==> src/rtl/uart_multi_beacon.sv <==
// uart_multi_beacon: NUM_CH UART beacon lines that shift in lockstep.
// The lines share one baud counter and one sequencer. Each line repeats its own
// MSG_LEN-character message. There is an idle gap of PERIOD_MS between messages.
// Optional feature macro: UART_BEACON_CRLF_EN appends 0x0D,0x0A to every message.

// Per-line bit generator: selects the character and bit that the shared
// sequencer points at, and registers the serial output.
module uart_beacon_lane #(
  parameter int MSG_LEN   = 5,
  parameter int DATA_BITS = 8,
  parameter int PARITY    = 0,
  parameter int CW        = 3
) (
  input  logic                 clk,
  input  logic                 rst_n,
  input  logic [MSG_LEN*8-1:0] msg,
  input  logic [CW-1:0]        char_idx,
  input  logic [1:0]           phase,
  input  logic [2:0]           bit_idx,
  output logic                 tx
);
  localparam logic [1:0] PH_START = 2'd1, PH_DATA = 2'd2, PH_PAR = 2'd3;
  localparam logic [7:0] DMASK    = 8'hFF >> (8 - DATA_BITS);

  logic [7:0] chr;
  logic       tx_d, tx_q;

  // Character 0 is the most-significant byte of the lane slice.
  always_comb begin
    chr = 8'hFF;
    for (int k = 0; k < MSG_LEN; k++)
      if (char_idx == CW'(k)) chr = msg[(MSG_LEN-1-k)*8 +: 8];
`ifdef UART_BEACON_CRLF_EN
    if (char_idx == CW'(MSG_LEN))     chr = 8'h0D;
    if (char_idx == CW'(MSG_LEN + 1)) chr = 8'h0A;
`endif
  end

  // Line level for the bit being entered; the stop bit, gap and idle phases are all high.
  always_comb begin
    tx_d = 1'b1;
    case (phase)
      PH_START: tx_d = 1'b0;
      PH_DATA:  tx_d = chr[bit_idx];
      PH_PAR:   tx_d = (PARITY == 1) ? ~^(chr & DMASK) : ^(chr & DMASK);
      default:  tx_d = 1'b1;
    endcase
  end

  // Registered serial output. Reset forces the line high immediately.
  always_ff @(posedge clk or negedge rst_n)
    if (!rst_n) tx_q <= 1'b1;
    else        tx_q <= tx_d;

  assign tx = tx_q;
endmodule

module uart_multi_beacon #(
  parameter int CLK_FRE   = 25,
  parameter int UART_RATE = 115200,
  parameter int NUM_CH    = 4,
  parameter int MSG_LEN   = 5,
  parameter int DATA_BITS = 8,
  parameter int PARITY    = 0,
  parameter int STOP_BITS = 1,
  parameter int PERIOD_MS = 1000
) (
  input  logic                        clk,
  input  logic                        rst_n,
  input  logic                        en,
  input  logic [NUM_CH*MSG_LEN*8-1:0] msg_data,
  output logic [NUM_CH-1:0]           uart_tx,
  output logic                        busy,
  output logic                        msg_done
);
`ifdef UART_BEACON_CRLF_EN
  localparam int NCHARS = MSG_LEN + 2;
`else
  localparam int NCHARS = MSG_LEN;
`endif
  localparam int          CW        = (NCHARS > 1) ? $clog2(NCHARS) : 1;
  localparam logic [31:0] RATE_CNT  = 32'(CLK_FRE * 1000000 / UART_RATE - 1);
  localparam logic [31:0] GAP_CNT   = 32'(PERIOD_MS * CLK_FRE * 1000);
  localparam logic [CW-1:0] LAST_CHAR = CW'(NCHARS - 1);
  localparam logic [2:0]  LAST_BIT  = 3'(DATA_BITS - 1);
  localparam logic        LAST_STOP = 1'(STOP_BITS - 1);
  localparam logic [1:0]  PH_HIGH = 2'd0, PH_START = 2'd1, PH_DATA = 2'd2, PH_PAR = 2'd3;

  typedef enum logic [2:0] {S_IDLE, S_START, S_DATA, S_PAR, S_STOP, S_GAP} state_t;

  state_t                      state_q, state_d;
  logic [31:0]                 baud_q, baud_d, gap_q, gap_d;
  logic [2:0]                  bit_q, bit_d;
  logic                        stop_q, stop_d;
  logic [CW-1:0]               char_q, char_d;
  logic                        busy_q, busy_d, done_q, done_d;
  logic [NUM_CH*MSG_LEN*8-1:0] msg_q, msg_d;
  logic [1:0]                  phase_d;
  logic                        bit_end;

  assign bit_end = (baud_q == RATE_CNT);

  // Sequencer next state. The baud counter restarts at 0 on entry to every bit.
  always_comb begin
    state_d = state_q;
    baud_d  = baud_q + 32'd1;
    gap_d   = gap_q;
    bit_d   = bit_q;
    stop_d  = stop_q;
    char_d  = char_q;
    busy_d  = busy_q;
    done_d  = 1'b0;
    msg_d   = msg_q;
    case (state_q)
      S_IDLE: begin
        baud_d = '0;
        if (en) begin
          state_d = S_START; msg_d = msg_data; char_d = '0; busy_d = 1'b1;
        end
      end
      S_START: if (bit_end) begin
        baud_d = '0; bit_d = '0; state_d = S_DATA;
      end
      S_DATA: if (bit_end) begin
        baud_d = '0;
        if (bit_q == LAST_BIT) begin
          state_d = (PARITY != 0) ? S_PAR : S_STOP; stop_d = 1'b0;
        end else bit_d = bit_q + 3'd1;
      end
      S_PAR: if (bit_end) begin
        baud_d = '0; stop_d = 1'b0; state_d = S_STOP;
      end
      S_STOP: if (bit_end) begin
        baud_d = '0;
        if (stop_q != LAST_STOP) stop_d = 1'b1;
        else if (char_q == LAST_CHAR) begin
          state_d = S_GAP; gap_d = '0; done_d = 1'b1; busy_d = 1'b0;
        end else begin
          char_d = char_q + CW'(1); state_d = S_START;
        end
      end
      S_GAP: begin
        baud_d = '0;
        gap_d  = gap_q + 32'd1;
        if (gap_q == GAP_CNT - 32'd1) begin
          if (en) begin
            state_d = S_START; msg_d = msg_data; char_d = '0; busy_d = 1'b1;
          end else state_d = S_IDLE;
        end
      end
      default: state_d = S_IDLE;
    endcase
  end

  // The lanes register the line level for the state being entered, so uart_tx tracks state_q.
  always_comb begin
    phase_d = PH_HIGH;
    case (state_d)
      S_START: phase_d = PH_START;
      S_DATA:  phase_d = PH_DATA;
      S_PAR:   phase_d = PH_PAR;
      default: phase_d = PH_HIGH;
    endcase
  end

  // Sequencer state, counters, latched message and status flags.
  always_ff @(posedge clk or negedge rst_n)
    if (!rst_n) begin
      state_q <= S_IDLE;
      baud_q  <= '0;
      gap_q   <= '0;
      bit_q   <= '0;
      stop_q  <= 1'b0;
      char_q  <= '0;
      busy_q  <= 1'b0;
      done_q  <= 1'b0;
      msg_q   <= '0;
    end else begin
      state_q <= state_d;
      baud_q  <= baud_d;
      gap_q   <= gap_d;
      bit_q   <= bit_d;
      stop_q  <= stop_d;
      char_q  <= char_d;
      busy_q  <= busy_d;
      done_q  <= done_d;
      msg_q   <= msg_d;
    end

  for (genvar c = 0; c < NUM_CH; c++) begin : g_lane
    uart_beacon_lane #(
      .MSG_LEN(MSG_LEN), .DATA_BITS(DATA_BITS), .PARITY(PARITY), .CW(CW)
    ) u_lane (
      .clk      (clk),
      .rst_n    (rst_n),
      .msg      (msg_q[c*MSG_LEN*8 +: MSG_LEN*8]),
      .char_idx (char_d),
      .phase    (phase_d),
      .bit_idx  (bit_d),
      .tx       (uart_tx[c])
    );
  end

  assign busy     = busy_q;
  assign msg_done = done_q;
endmodule

==> config.mk <==
export PLATFORM = sky130hd
export DESIGN_NAME = uart_multi_beacon
export DESIGN_NICKNAME = d
export VERILOG_FILES = /design/src/rtl/uart_multi_beacon.sv
export SDC_FILE = /design/constraint.sdc
export NUM_CORES = 1
export LEC_CHECK = 0
export CORE_ASPECT_RATIO = 1.5
export CORE_UTILIZATION = 33
export DETAILED_ROUTE_END_ITERATION = 6
export SKIP_LAST_GASP = 1
export SLEW_MARGIN = 10
export SYNTH_ARGS = -nofsm -noshare
export SYNTH_HDL_FRONTEND = slang
export SYNTH_SLANG_ARGS = --single-unit
==> constraint.sdc <==
create_clock -name clk -period 3.5 [get_ports clk]
set_input_delay 0.525 -clock clk [delete_from_list [all_inputs] [get_ports clk]]
set_output_delay 0.525 -clock clk [all_outputs]
set_load 0.01 [all_outputs]
======== Word-level counts from Yosys, hierarchy flattened ========
Index checks and enable logic that the tools add are counted.
word-level totals
  register bits ........................... 240
  input port bits ......................... 163
  output and inout port bits .............. 6
  word-level logic and storage cells ...... 139
cells by class
  $add $sub $neg .......................... 4
  magnitude comparators ................... 1
  equal/unequal tests ..................... 26
  muxes and demuxes ....................... 79
  reduce and logical (&&, ||, !) cells .... 16
operator list
  cell                                                    count
  two-way mux 160 bit                                     2
  case mux 160 bit (2 select lines)                       1
  two-way mux 8 bit                                       20
  two-way mux 32 bit                                      4
  case mux 32 bit (2 select lines)                        2
  adder 32 x 1 -> 32 bit (second input constant)          2
  two-way mux 3 bit                                       17
  equality test 32 x 25 -> 1 bit (second input constant)  1
  equality test 32 x 8 -> 1 bit (second input constant)   1
  XOR reduction 8 bit                                     4
  two-way mux 1 bit                                       19
  equality test 3 x 2 -> 1 bit (second input constant)    6
  case mux 1 bit (3 select lines)                         6
  case mux 3 bit (6 select lines)                         1
  equality test 3 bit (second input constant)             5
  != test 2 bit (second input constant)                   7
  binary-select mux 1 bit (select 3 bit)                  4
  AND reduction 5 bit                                     2
  equality test 3 x 1 -> 1 bit (second input constant)    3
  case mux 3 bit (3 select lines)                         1
  adder 3 x 1 -> 3 bit (second input constant)            2
  zero test 3 bit                                         2
  case mux 2 bit (3 select lines)                         1
  case mux 3 bit (2 select lines)                         1
  9 further kinds                                         12

======== Depth between registers and ports, before layout ========
  depth after elaboration ................. 14
  gate-level depth with buffers ........... 15
  depth with buffers taken out ............ 14

======== By module ========
From an unflattened synthesis, not the netlist that was laid out.
second synthesis, totals
  cell total of the unflattened synthesis .. 2016
  area, all modules ....................... 16517.1 µm²
modules (own cells, without submodules)
  module             instances  cells an instance  area each (µm²)
  uart_multi_beacon  1          1728               13944.6
  uart_beacon_lane   4          72                 643.1

======== Worst setup path after synthesis ========
OpenSTA, ideal clock, no wires.
  kind .................................... register to register
  start ................................... register baud_q[0]
  end ..................................... register g_lane[2].u_lane.tx_q
  library setup time ...................... 0.082 ns
  arrival ................................. 3.346 ns
  data required time ...................... 3.418 ns
  slack ................................... 0.072 ns
  stages on the path, launching flop included .. 15
  period minus slack after synthesis ...... 3.428 ns
  path through ............................ dfrtp_1 -> inv_1 -> ha_1 -> and4b_1 -> nand4_1 -> nor3b_1 -> mux2i_1 -> a21boi_1 -> o32ai_1 -> buf_2 -> a221oi_1 -> xor2_1 -> xnor2_1 -> xnor2_1 -> a211o_1
on the way
  cells in the longest elaborated chain, start to end .. 12
ends and longest elaborated chain
  element                                  RTL line  source
  from (decl)                              92        logic [31:0] baud_q, baud_d, gap_q, gap_d;
  from (signal assigned)                   180       baud_q <= baud_d;
  equality test 32 x 8 -> 1 bit (*)        101       assign bit_end = (baud_q == RATE_CNT);
  two-way mux 3 bit                        133       S_STOP: if (bit_end) begin
  case mux 3 bit (3 select lines)          114       case (state_q)
  zero test 3 bit                          32        if (char_idx == CW'(k)) chr = msg[(MSG_LEN-1-k)*8 +: 8];
  two-way mux 8 bit (5 in a row)           32
  binary-select mux 1 bit (select 3 bit)   44        PH_DATA: tx_d = chr[bit_idx];
  two-way mux 1 bit (not written as such)  44
  case mux 1 bit (3 select lines) (*)      42        case (phase)
  named net g_lane[2].u_lane.tx_d          26        logic tx_d, tx_q;
  to (signal assigned)                     53        else tx_q <= tx_d;
  to (decl)                                26
Mark *: on every way through the listed nets, which the timed path passes. The rest lies on a longest branch. The select of a mux whose other input is x is not followed.
A chain may end at the register's enable or synchronous reset.

======== Final worst setup path ========
  start ................................... register gap_q[29]
  end ..................................... register g_lane[0].u_lane.tx_q
on the way
  cells in the longest elaborated chain, start to end .. 12
ends and longest elaborated chain
  element                                  RTL line  source
  from (decl)                              92
  from (signal assigned)                   181       gap_q <= gap_d;
  equality test 32 x 25 -> 1 bit (*)       145       if (gap_q == GAP_CNT - 32'd1) begin
  two-way mux 3 bit                        145
  case mux 3 bit (3 select lines)          114
  zero test 3 bit                          32
  two-way mux 8 bit (5 in a row)           32
  binary-select mux 1 bit (select 3 bit)   44
  two-way mux 1 bit (not written as such)  44
  case mux 1 bit (3 select lines) (*)      42
  named net g_lane[0].u_lane.tx_d          26
  to (signal assigned)                     53
  to (decl)                                26
Marked as above.

==> flow_summary.toml <==
[floorplanning]
fp.dieW_um = 156
ios = 169
die_h_um = 233
die_area_mm2 = 0.0363
rows = 84
start_util = 0.335
core_area_mm2 = 0.0350

[final_layout]
finalInstanceArea_mm2 = 0.0163
fill_cells = 3149
layout-drive-gt1-share = 0.308
multi_input_area_mm2 = 0.00569
nets = 1437
seqCellArea_mm2 = 0.00599
final_core_util = 0.465
final_common_cell = "dfrtp_1"
antenna_cells = 0
areaGrowthSynthToFinish_pct = 38.8
final_cell_mix = "dfrtp_1, clkdlybuf4s50_1, mux2_2"

[sta]
fmax_ghz = 0.275
whs_ns = -0.00776
fin_skew_ns = 0.0157
setup_ws_ns = -0.133
fin_crit_sh = 1.04
slew_viol_final = 0
fin_crit_ns = 3.63
setup_violations = 4
worst_pin_slew_ns = 0.992
maxSlewHeadroom = 0.338
hold_viol_final = 6
rsz0062_at_grt = "true"

[synth]
ys_seq_elements = 239
mappedNetlistNets = 1163
netlist_top_cells_area = "dfrtp_1, mux2_2, mux2i_1"
yosys_warnings = 0
synth_cell_types = 59
synth_area_leader_cell = "dfrtp_1"
synth_flop_cell = "dfrtp_1"
syn_inst = 994
synth_top_area_frac = 0.502
synth-edff-count = 0
synth.cell_area_mm2 = 0.0117
async_flop_share = 1.00
yosysSeqAreaShare = 0.511
syn_avg_cell_area_um2 = 11.8

[clock_tree]
worstSkewPairLatency_ns = 0.55
clock_sinks = 239
cts.path.max_buffers = 3
cts_max_level = 1
cts_tree = "built"
cts_hold_repair.buffers = 0
path_clk_slew_ns = 0.06
cts_root_buffer = "clkbuf_16"
cts-buffers-inserted = 26

[placed_design]
place_area_mm2 = 0.0147
port_buffers = 168
hpwl_mm = 20.8
gp_congestion = 0.803
dp_worst_setup_slack_ns = -0.258

[global_route]
overflow = 0
grt_max_degree = 162
grt_pass1_wl_mm = 47.8
antenna_found_initial = 0
grt_use_total = 0.169
grt_pass1_vias = 9091

[drt]
wire_per_inst_um = 17.9
vias = 8551
drt_iter0_drc = 379
drc = 0
via_per_inst = 4.86
antenna_left = 0
drt_first_pass_iters = 4
wl_mm = 31.5

[power]
pwr_density_cell_mw_per_mm2 = 524
total_power_uw = 8510
leakagePower_uw = 0.00731
ir_drop_uv = 397

[setup_path]
crit_type = "register to register"
endpoint_kind = "register"
setup.worst_path.start_class = "register"
required_ns = 3.97
critPathArrivalTime_ns = 4.10
path_max_fanout = 9

[job]
drv_cap = 0

[worst_hold_path]
hold_class = "primary input to asynchronous set/reset pin"

[status]
violations = "negative hold slack, negative setup slack"
outcome = "finished with violations"
==> worst paths after layout <==
| kind | startpoint | to | slack (ns) | cells after the start |
|---|---|---|---|---|
| setup reg to reg | gap_q[29] | g_lane[0].u_lane.tx | -0.13 | 13 |
| min in group clk | msg_q[57] | msg_q[57] | 0.50 | 1 |
| setup / recovery | gap_q[29] | g_lane[0].u_lane.tx | -0.13 | 13 |
| hold reg to reg | msg_q[57] | msg_q[57] | 0.50 | 1 |
| max in group asynchronous | rst_n | baud_q[3] | 2.60 | 2 |
| hold / removal | rst_n | msg_q[56] | -0.008 | 1 |
==> what timing repair did <==
action                                  4_1_cts  5_1_grt
endpoints found under the setup margin        4        4
endpoints found under the hold margin         0        0
pin swaps                                     2       21
setup buffers                                 5        7
gates cloned                                  1       11
resized for setup                             9       42
==> cell families after synthesis <==
kind of cell	share of synthesized area
xor+xnor	0.0583
flops	0.511
simple gates	0.106
fa+ha+maj	0.00641
mux	0.221
buf+inv	0.0277
compound gates	0.0695
==> Yosys cell counts, drive strengths merged, types with 5 or more instances <==
library cell / n
dfrtp: 235
mux2: 163
nor2: 107
mux2i: 75
nand2: 49
xor2: 48
clkbuf: 36
xnor2: 30
a21oi: 22
o21ai: 20
nand3: 19
a221o: 17
a221oi: 17
buf: 17
inv: 17
or3: 15
and3: 13
nand4: 11
nor3: 7
ha: 6
nor4: 6
and2: 5
or2: 5
==> layer usage <==
metal  wire [µm]  GRT usage
met5           0          0
met3        1300     0.0317
met4         873     0.0600
met1       12400      0.192
met2       17000      0.311
==> registers in the layout (all words and copies together), names as in the netlist <==
signal and cells:
baud_q 32, bit_q 3, busy 1, char_q 3, g_lane.u_lane.tx 4, gap_q 32
msg_done 1, msg_q 160, state_q 3
==> worst max-delay path, cell delays in order (launching register included) <==
cell and delay, ns:
dfrtp_1 0.37, or4b_1 0.52, or4_4 0.45, nor4_4 0.26
nor2_4 0.10, a21oi_4 0.19, buf_12 0.19, clkbuf_16 0.19
mux2i_2 0.29, a221oi_2 0.11, mux2_1 0.29, mux2i_1 0.21
a2111oi_2 0.10, a211o_1 0.28
==> report_power, final <==
| part | switching [µW] | internal [µW] | total, µW |
|---|---|---|---|
| registers | 325 | 3360 | 3680 |
| clock network | 1150 | 1730 | 2870 |
| logic | 764 | 1200 | 1960 |
==> metrics by stage <==
| step | instances | TNS [ns] |
|---|---|---|
| global placement | 1689 | -0.678 |
| detailed placement | 1689 | -0.841 |
| floorplan | 994 | 0 |
| CTS | 1743 | -0.404 |
| finish | 1761 | -0.358 |
| global route | 1761 | -0.837 |
==> final cells by class <==
class,instances,area share
Sequential cell,239,0.368
Timing Repair Buffer,299,0.187
Tap cell,473,0.0364
Clock inverter,10,0.00839
Inverter,18,0.00415
Clock buffer,38,0.0465
Multi-Input combinational cell,684,0.350
(Power assumes the default switching activity.)
